==> config.mk <==
export PLATFORM = sky130hd
export DESIGN_NAME = div16_seq
export DESIGN_NICKNAME = d
export VERILOG_FILES = /design/src/rtl/div16_seq_pkg.sv /design/src/rtl/div16_seq_sub17.sv /design/src/rtl/div16_seq.sv
export SDC_FILE = /design/constraint.sdc
export NUM_CORES = 1
export LEC_CHECK = 0
export BUFFER_PORTS_ARGS = -buffer_cell sky130_fd_sc_hd__buf_2
export CAP_MARGIN = 20
export CORE_MARGIN = 5
export CORE_UTILIZATION = 51
export CTS_CLUSTER_DIAMETER = 150
export DETAILED_ROUTE_END_ITERATION = 8
export MAX_ROUTING_LAYER = met4
export PLACE_DENSITY = 0.78
export REMOVE_ABC_BUFFERS = 1
export SETUP_SLACK_MARGIN = 0.4
export SYNTH_ARGS = -nofsm -noshare
export SYNTH_HDL_FRONTEND = slang
export SYNTH_SLANG_ARGS = --single-unit
==> constraint.sdc <==
create_clock -name clk -period 4.9 [get_ports clk]
set_input_delay 0.49 -clock clk [delete_from_list [all_inputs] [get_ports clk]]
set_output_delay 0.49 -clock clk [all_outputs]
set_load 0.05 [all_outputs]
==> src/rtl/div16_seq_pkg.sv <==
// div16_pkg: shared width, state encoding and divide-by-zero quotient for div16_seq
package div16_pkg;
  localparam int WIDTH = 16;
  localparam logic [WIDTH-1:0] DIV0_QUOTIENT = 16'hFFFF;
  typedef enum logic [1:0] {IDLE = 2'd0, RUN = 2'd1, DONE = 2'd2} state_t;
endpackage

==> src/rtl/div16_seq_sub17.sv <==
// sub17: 17-bit trial subtractor a - b built as a + ~b + 1; nonneg is the carry out (a >= b)
module sub17
  import div16_pkg::*;
(
  input  logic [WIDTH:0] a,
  input  logic [WIDTH:0] b,
  output logic [WIDTH:0] diff,
  output logic           nonneg
);
  assign {nonneg, diff} = {1'b0, a} + {1'b0, ~b} + (WIDTH+2)'(1);
endmodule

==> src/rtl/div16_seq.sv <==
// div16_seq: sequential 16-bit restoring divider, one quotient bit per clock.
// Define DIV16_SIGNED_EN to add the signed_op port (truncating two's complement divide).
module div16_seq
  import div16_pkg::*;
(
  input  logic             clk,
  input  logic             rst_n,
  input  logic             start,
  input  logic [WIDTH-1:0] dividend,
  input  logic [WIDTH-1:0] divisor,
`ifdef DIV16_SIGNED_EN
  input  logic             signed_op,
`endif
  output logic             busy,
  output logic             done,
  output logic [WIDTH-1:0] quotient,
  output logic [WIDTH-1:0] remainder,
  output logic             div_by_zero
);
  state_t state, nxt;
  logic [4:0] cnt;
  logic [WIDTH:0] rem, rem_sh, diff;
  logic [2*WIDTH:0] sh;
  logic [WIDTH-1:0] quo, dsr, a_mag, b_mag, q_fix, r_fix;
  logic dz, nonneg, ld, step, fin, zero;
  assign zero = divisor == '0;
  assign sh = {rem, quo} << 1;
  assign rem_sh = sh[2*WIDTH:WIDTH];
  sub17 u_sub (.a(rem_sh), .b({1'b0, dsr}), .diff(diff), .nonneg(nonneg));
`ifdef DIV16_SIGNED_EN
  logic neg_q, neg_r, sa, sb;
  assign sa = signed_op & dividend[WIDTH-1];
  assign sb = signed_op & divisor[WIDTH-1];
  assign a_mag = sa ? -dividend : dividend;
  assign b_mag = sb ? -divisor : divisor;
  assign q_fix = neg_q ? -quo : quo;
  assign r_fix = neg_r ? -rem[WIDTH-1:0] : rem[WIDTH-1:0];
  // remainder follows the dividend sign, quotient is negative when signs differ
  always_ff @(posedge clk or negedge rst_n)
    if (!rst_n) {neg_q, neg_r} <= '0;
    else if (ld) {neg_q, neg_r} <= {sa ^ sb, sa};
`else
  assign a_mag = dividend;
  assign b_mag = divisor;
  assign q_fix = quo;
  assign r_fix = rem[WIDTH-1:0];
`endif
  always_ff @(posedge clk or negedge rst_n)
    if (!rst_n) state <= IDLE;
    else state <= nxt;
  always_comb
    nxt = state == IDLE ? (ld ? (zero ? DONE : RUN) : IDLE) :
          state == RUN  ? (cnt == 5'd15 ? DONE : RUN) : IDLE;
  // a start seen while the done pulse is up is dropped, not queued
  always_comb begin
    ld = state == IDLE && start && !done;
    step = state == RUN;
    fin = state == DONE;
  end
  always_ff @(posedge clk or negedge rst_n)
    if (!rst_n) begin
      {busy, done, div_by_zero, dz} <= '0;
      {quotient, remainder, quo, dsr} <= '0;
      rem <= '0;
      cnt <= '0;
    end else begin
      done <= fin;
      if (ld) begin
        busy <= !zero;
        dz <= zero;
        dsr <= b_mag;
        quo <= zero ? dividend : a_mag;
        rem <= '0;
        cnt <= '0;
      end
      if (step) begin
        rem <= nonneg ? diff : rem_sh;
        quo <= sh[WIDTH-1:0] | WIDTH'(nonneg);
        cnt <= cnt + 5'd1;
      end
      if (fin) begin
        busy <= 1'b0;
        quotient <= dz ? DIV0_QUOTIENT : q_fix;
        remainder <= dz ? quo : r_fix;
        div_by_zero <= dz;
      end
    end
endmodule
==> results_dict.tcl, run 1 <==
set metrics [dict create \
    clockBufferDepth 2 \
    cts_buffers 9 \
    fmax_mhz 395 \
    ys_ff_latch 91 \
    cts_root_buf "clkbuf_8" \
    numClockSinks 91 \
    syn_to_final_growth_pct 13.5 \
    grt_pass1_vias 3599 \
    drtPass1Iterations 4 \
    worst_slew_pin_slew_ps 618 \
    status "completed" \
    seq_area_sq_um 2280 \
    multi_input_area_sq_um 2230 \
    syn_inst 519 \
    coreArea_sq_um 9110 \
    path_cells "inv_1 -> ha_1 -> fa_1 -> nand2b_1 -> a21oi_1 -> a211oi_2 -> o21bai_1 -> nand4b_1 -> and4b_1 -> o21ai_1" \
    drc_errors 0 \
    ctsResizeCount 0 \
    gp_congestion 0.970 \
    hpwlAfterDp_microns 7210 \
    path_clk_slew_ps 90 \
    grt_pass1_wl_microns 17300 \
    ys.flop_type "dfrtp_1" \
    path_class "reg -> reg" \
    synth_edf_count 0 \
    worst_ep_arrival_time_ps 2810 \
    maxCapViolations 0 \
    htreeDepth 3 \
    drive_above_1_share_pct 17.9 \
    viasPerCell 5.43 \
    critPathBufInv 1 \
    final_common_cell "nand2_1" \
    ant_nets 0 \
    finalHoldViolCount 0 \
    antennaDiodeCount 0 \
    fp.dieH_microns 106 \
    initial_core_util_pct 51.6 \
    yosysUniqueCellTypes 51 \
    yosys_warnings 0 \
    nets 630 \
    die_w_microns 106 \
    fin_skew_ps 10.1 \
    finalMaxSlewViolations 0 \
    grt_usage_pct 19.3 \
    final_cell_mix "102 x nand2_1, 91 x dfrtp_1, 68 x buf_2" \
    end_kind "flop" \
    min_path_type "in -> async" \
    post_drt_wl_per_cell_microns 14.4 \
    fin_cells 692 \
    placed_cells 673 \
    cpLargestDelayFamily "compound AO/OA/AOI/OAI gates" \
    r2r_start "q_fix[15]$_DFFE_PN0P_" \
    period_share_pct 51.7 \
    finalCriticalPeriod_ps 2530 \
    num_rows 35 \
    rsz0062_at_grt "no" \
    cts_tree "yes" \
    reg2reg_slack_ps 2370 \
    setup_viol 0 \
    slowest_stage "dfrtp_1" \
    portBuffers 69 \
    worstPathRequired_ps 5170 \
    clock_latency_ps 350 \
    drt_iter0_drc 226 \
    syn_area_per_cell_sq_um 9.05 \
    ys_async_sr_fraction_pct 100 \
    synth_area_sq_um 4700 \
    tns_ps 0 \
    post-cts-setup-buffer-count 0 \
    die-area_sq_um 11200 \
    slew_headroom_pct 58.8 \
    ctsHoldBuffers 0 \
    cp-startpoint "q_fix[15]$_DFFE_PN0P_" \
    totalWireLength_microns 9930 \
    grt_antenna_before_repair 0 \
    cp_max_fo 4 \
    route.vias.total 3759 \
    critPathMaxStageDelay_ps 400 \
    grt-ovfl-total 0 \
    grt_start_max_net_pins 66 \
    ios 70 \
    startpoint_type "flop" \
    nFillCells 832 \
    utilization_pct 58.5 \
    yosysSeqAreaShare_pct 48.5 \
]
## layout make-up
cell class	instances	share of cell area, %
clock buffer	11	2.65
clock inverter	5	0.704
inverter	20	1.41
multi-input combinational	377	41.9
sequential	91	42.7
tap	111	2.61
timing repair buffer	77	8.03
## registers in the layout, summed over array words and instances, names as in the netlist
name         flops
quotient        16
state            2
cnt              5
dz               1
dsr             16
remainder       16
q_fix           16
div_by_zero      1
rem             16
done             1
busy             1
## path summary, 6_finish.rpt
check,to,cells after the start
worst max-delay path,rem[12]$_DFFE_PN0P_,10
worst min-delay path,dsr[3]$_DFFE_PN0P_,1
worst max register to register,rem[12]$_DFFE_PN0P_,10
worst min register to register,remainder[10]$_DFFE_PN0P_,2
max in group asynchronous,q_fix[9]$_DFFE_PN0P_,2
min in group clk,dsr[11]$_DFFE_PN0P_,3
## per-layer routing
metal  global-route usage (%)  wire [microns]  vias up
li1                         -               -     1906
met1                     27.5            4990     1753
met2                     28.8            4320       87
met3                     3.76             503       13
met4                     4.63             127        0
met5                        -               0        -
## per-stage QoR
step	area [sq um]	hold WS (ps)	worst slack, ps
after floorplan	4570	194	1740
after global placement	5110	457	2040
after detailed placement	5110	466	2010
after CTS	5290	125	1970
after global routing	5330	160	2180
final	5330	113	2370
## synthesized netlist by cell type, drive strengths merged (4+ instances only)
cell,count,area (sq um)
a21o,4,30.0
a21oi,12,71.3
a31oi,16,100
buf,4,26.3
clkbuf,27,101
dfrtp,91,2280
ha,18,225
inv,20,75.1
mux2i,24,240
nand2,102,383
nand2b,5,31.3
nand3,19,95.1
nand4,4,25.0
nor2,44,165
nor4,4,25.0
o21a,4,30.0
o21ai,76,395
xnor2,6,52.6
xor2,4,35.0
## kinds of logic (layout without fill, tap and decap cells)
group / Yosys count / in the layout / share of synthesized area [%]
xor+xnor: 10 / 10 / 1.86
simple gates: 190 / 190 / 17.4
mux: 27 / 27 / 5.91
fa+ha+maj: 19 / 19 / 5.22
flops: 91 / 91 / 48.5
buf+inv: 51 / 113 / 4.32
compound gates: 131 / 131 / 16.8
Power of run 1 is not shown: default switching activity piles up to over one toggle a cycle in this logic, so the estimate is an artifact.
==> run 2: changes to the inputs <==
Clock period 4.9 ns to 2.4 ns, I/O delays scaled along.
==> run 2 against run 1 <==
  * Non-clock buffer count increased by 33
  * Routed wire length grew 22%
  * Sequential share of layout area down 4.0 points
  * Critical path depth stayed put
  * Worst setup slack got worse by 2200 ps
  * Global-route usage grew 2.9 points
  * Final cell count up 4.6%
  * First-iteration DRC count is 47% higher
  * Sequential cell count is the same
  * Die area unchanged
  * Register-to-register slack got worse by 2200 ps
  * Largest cell class is now multi-input gates
  * Via count grew 11%
==> results_dict.tcl, run 2 (same netlist as run 1, synthesis figures left out) <==
set metrics [dict create \
    r2r_start "dsr[0]$_DFFE_PN0P_" \
    portBuffers 69 \
    min_path_type "in -> reg" \
    viasPerCell 5.76 \
    status "completed" \
    num_rows 35 \
    grt_antenna_before_repair 0 \
    path_clk_slew_ps 90 \
    fin_skew_ps 14.0 \
    die_w_microns 106 \
    post_drt_wl_per_cell_microns 16.8 \
    clock_latency_ps 360 \
    slowest_stage "dfrtp_1" \
    reg2reg_slack_ps 130 \
    ios 70 \
    fmax_mhz 440 \
    clockBufferDepth 2 \
    endpoint "rem[12]$_DFFE_PN0P_" \
    path_class "reg -> reg" \
    worst_ep_arrival_time_ps 2530 \
    fp.dieH_microns 106 \
    grt_pass1_vias 3934 \
    drt_iter0_drc 332 \
    end_kind "flop" \
    numClockSinks 91 \
    finalMaxSlewViolations 0 \
    critPathMaxStageDelay_ps 430 \
    gp_congestion 0.856 \
    cts_buffers 9 \
    ant_nets 0 \
    totalWireLength_microns 12100 \
    cts_tree "yes" \
    startpoint_type "flop" \
    utilization_pct 64.6 \
    path_cells "ha_4 -> fa_2 -> nand2b_4 -> a21oi_4 -> a211oi_2 -> o21bai_1 -> buf_4 -> a211o_1 -> and4b_1 -> o21ai_2" \
    finalHoldViolCount 0 \
    rsz0062_at_grt "yes" \
    cp_max_fo 4 \
    maxCapViolations 0 \
    period_share_pct 94.8 \
    final_cell_mix "102 x nand2_1, 89 x dfrtp_1, 68 x buf_2" \
    r2r-end "rem[12]$_DFFE_PN0P_" \
    die-area_sq_um 11200 \
    nets 663 \
    drive_above_1_share_pct 26.9 \
    grt_usage_pct 22.2 \
    htreeDepth 3 \
    reg2reg_depth 10 \
    drtPass1Iterations 7 \
    hpwlAfterDp_microns 7850 \
    cts_root_buf "clkbuf_8" \
    cp-startpoint "dsr[0]$_DFFE_PN0P_" \
    grt_start_max_net_pins 67 \
    syn_to_final_growth_pct 25.3 \
    initial_core_util_pct 51.6 \
    finalCriticalPeriod_ps 2270 \
    grt_pass1_wl_microns 19400 \
    grt-ovfl-total 0 \
    drc_errors 0 \
    final_common_cell "nand2_1" \
    coreArea_sq_um 9110 \
    worstPathRequired_ps 2650 \
    setup_viol 0 \
    antennaDiodeCount 0 \
    route.vias.total 4169 \
    worst_slew_pin_slew_ps 498 \
    slew_headroom_pct 66.8 \
    hold_slack_ps 97.3 \
]
[run 2: changes by cell type in the layout (fill, tap and decap cells not counted), sizes merged]
| cell | change |
|---|---|
| buf | +32 |
| bufinv | +1 |
| clkbuf | -1 |
| clkinv | -1 |
| dlygate4sd3 | +1 |
[run 2: worst min-delay path by stage]
stage                                    end  cells past startpoint   startpoint  slack, ps
floorplan                   busy$_DFFE_PN0P_                      0        rst_n        -60
global placement    remainder[0]$_DFFE_PN0P_                      1        rst_n        170
detailed placement  remainder[0]$_DFFE_PN0P_                      1        rst_n        170
CTS                       dsr[3]$_DFFE_PN0P_                      3   divisor[3]         90
global route            q_fix[3]$_DFFE_PN0P_                      3  dividend[3]         90
finish                    dsr[2]$_DFFE_PN0P_                      3   divisor[2]        100
[run 2: worst max-delay path, delay by kind of cell, from the launching register on]
kind	cells	cell delay (ps)
AOI/OAI and AO/OA	5	590
adders and majority gates	2	550
DFF	1	430
buffers and inverters	1	190
and+or+nand+nor	2	410
[run 2: repair_timing]
action / CTS / global route
buffers inserted: 17 / 8
endpoints found under the hold margin: 25 / 0
gates cloned: 1 / 0
pin swaps: 15 / 18
setup endpoints to repair: 17 / 17
resized for setup: 30 / 8
hold buffers: 1 / 0
[run 2: routing by layer]
| layer | wire length, microns | track usage, % |
|---|---|---|
| met4 | 432 | 8.33 |
| met2 | 5590 | 34.5 |
| met5 | 0 | - |
| met1 | 5350 | 29.1 |
| met3 | 759 | 4.31 |
[run 2: per-stage QoR]
stage | TNS (ps) | setup slack (ps) | cells | cell area (sq um)
2_1_floorplan | -20620 | -757 | 488 | 4570
3_3_place_gp | 0 | 121 | 682 | 5210
6_report | 0 | 125 | 724 | 5890
5_1_grt | 0 | 66.4 | 724 | 5890
4_1_cts | 0 | 217 | 716 | 5780
3_5_place_dp | 0 | 61.7 | 682 | 5210
[run 2: area by class of cell]
cell class                 instances  area, sq um
multi-input combinational        377         2470
clock inverter                     5         62.6
fill                             748         3220
tap                              111          139
sequential                        91         2280
timing repair buffer             110          719
clock buffer                      10          138
inverter                          20         75.1
Power of run 2 is left out for the same reason.
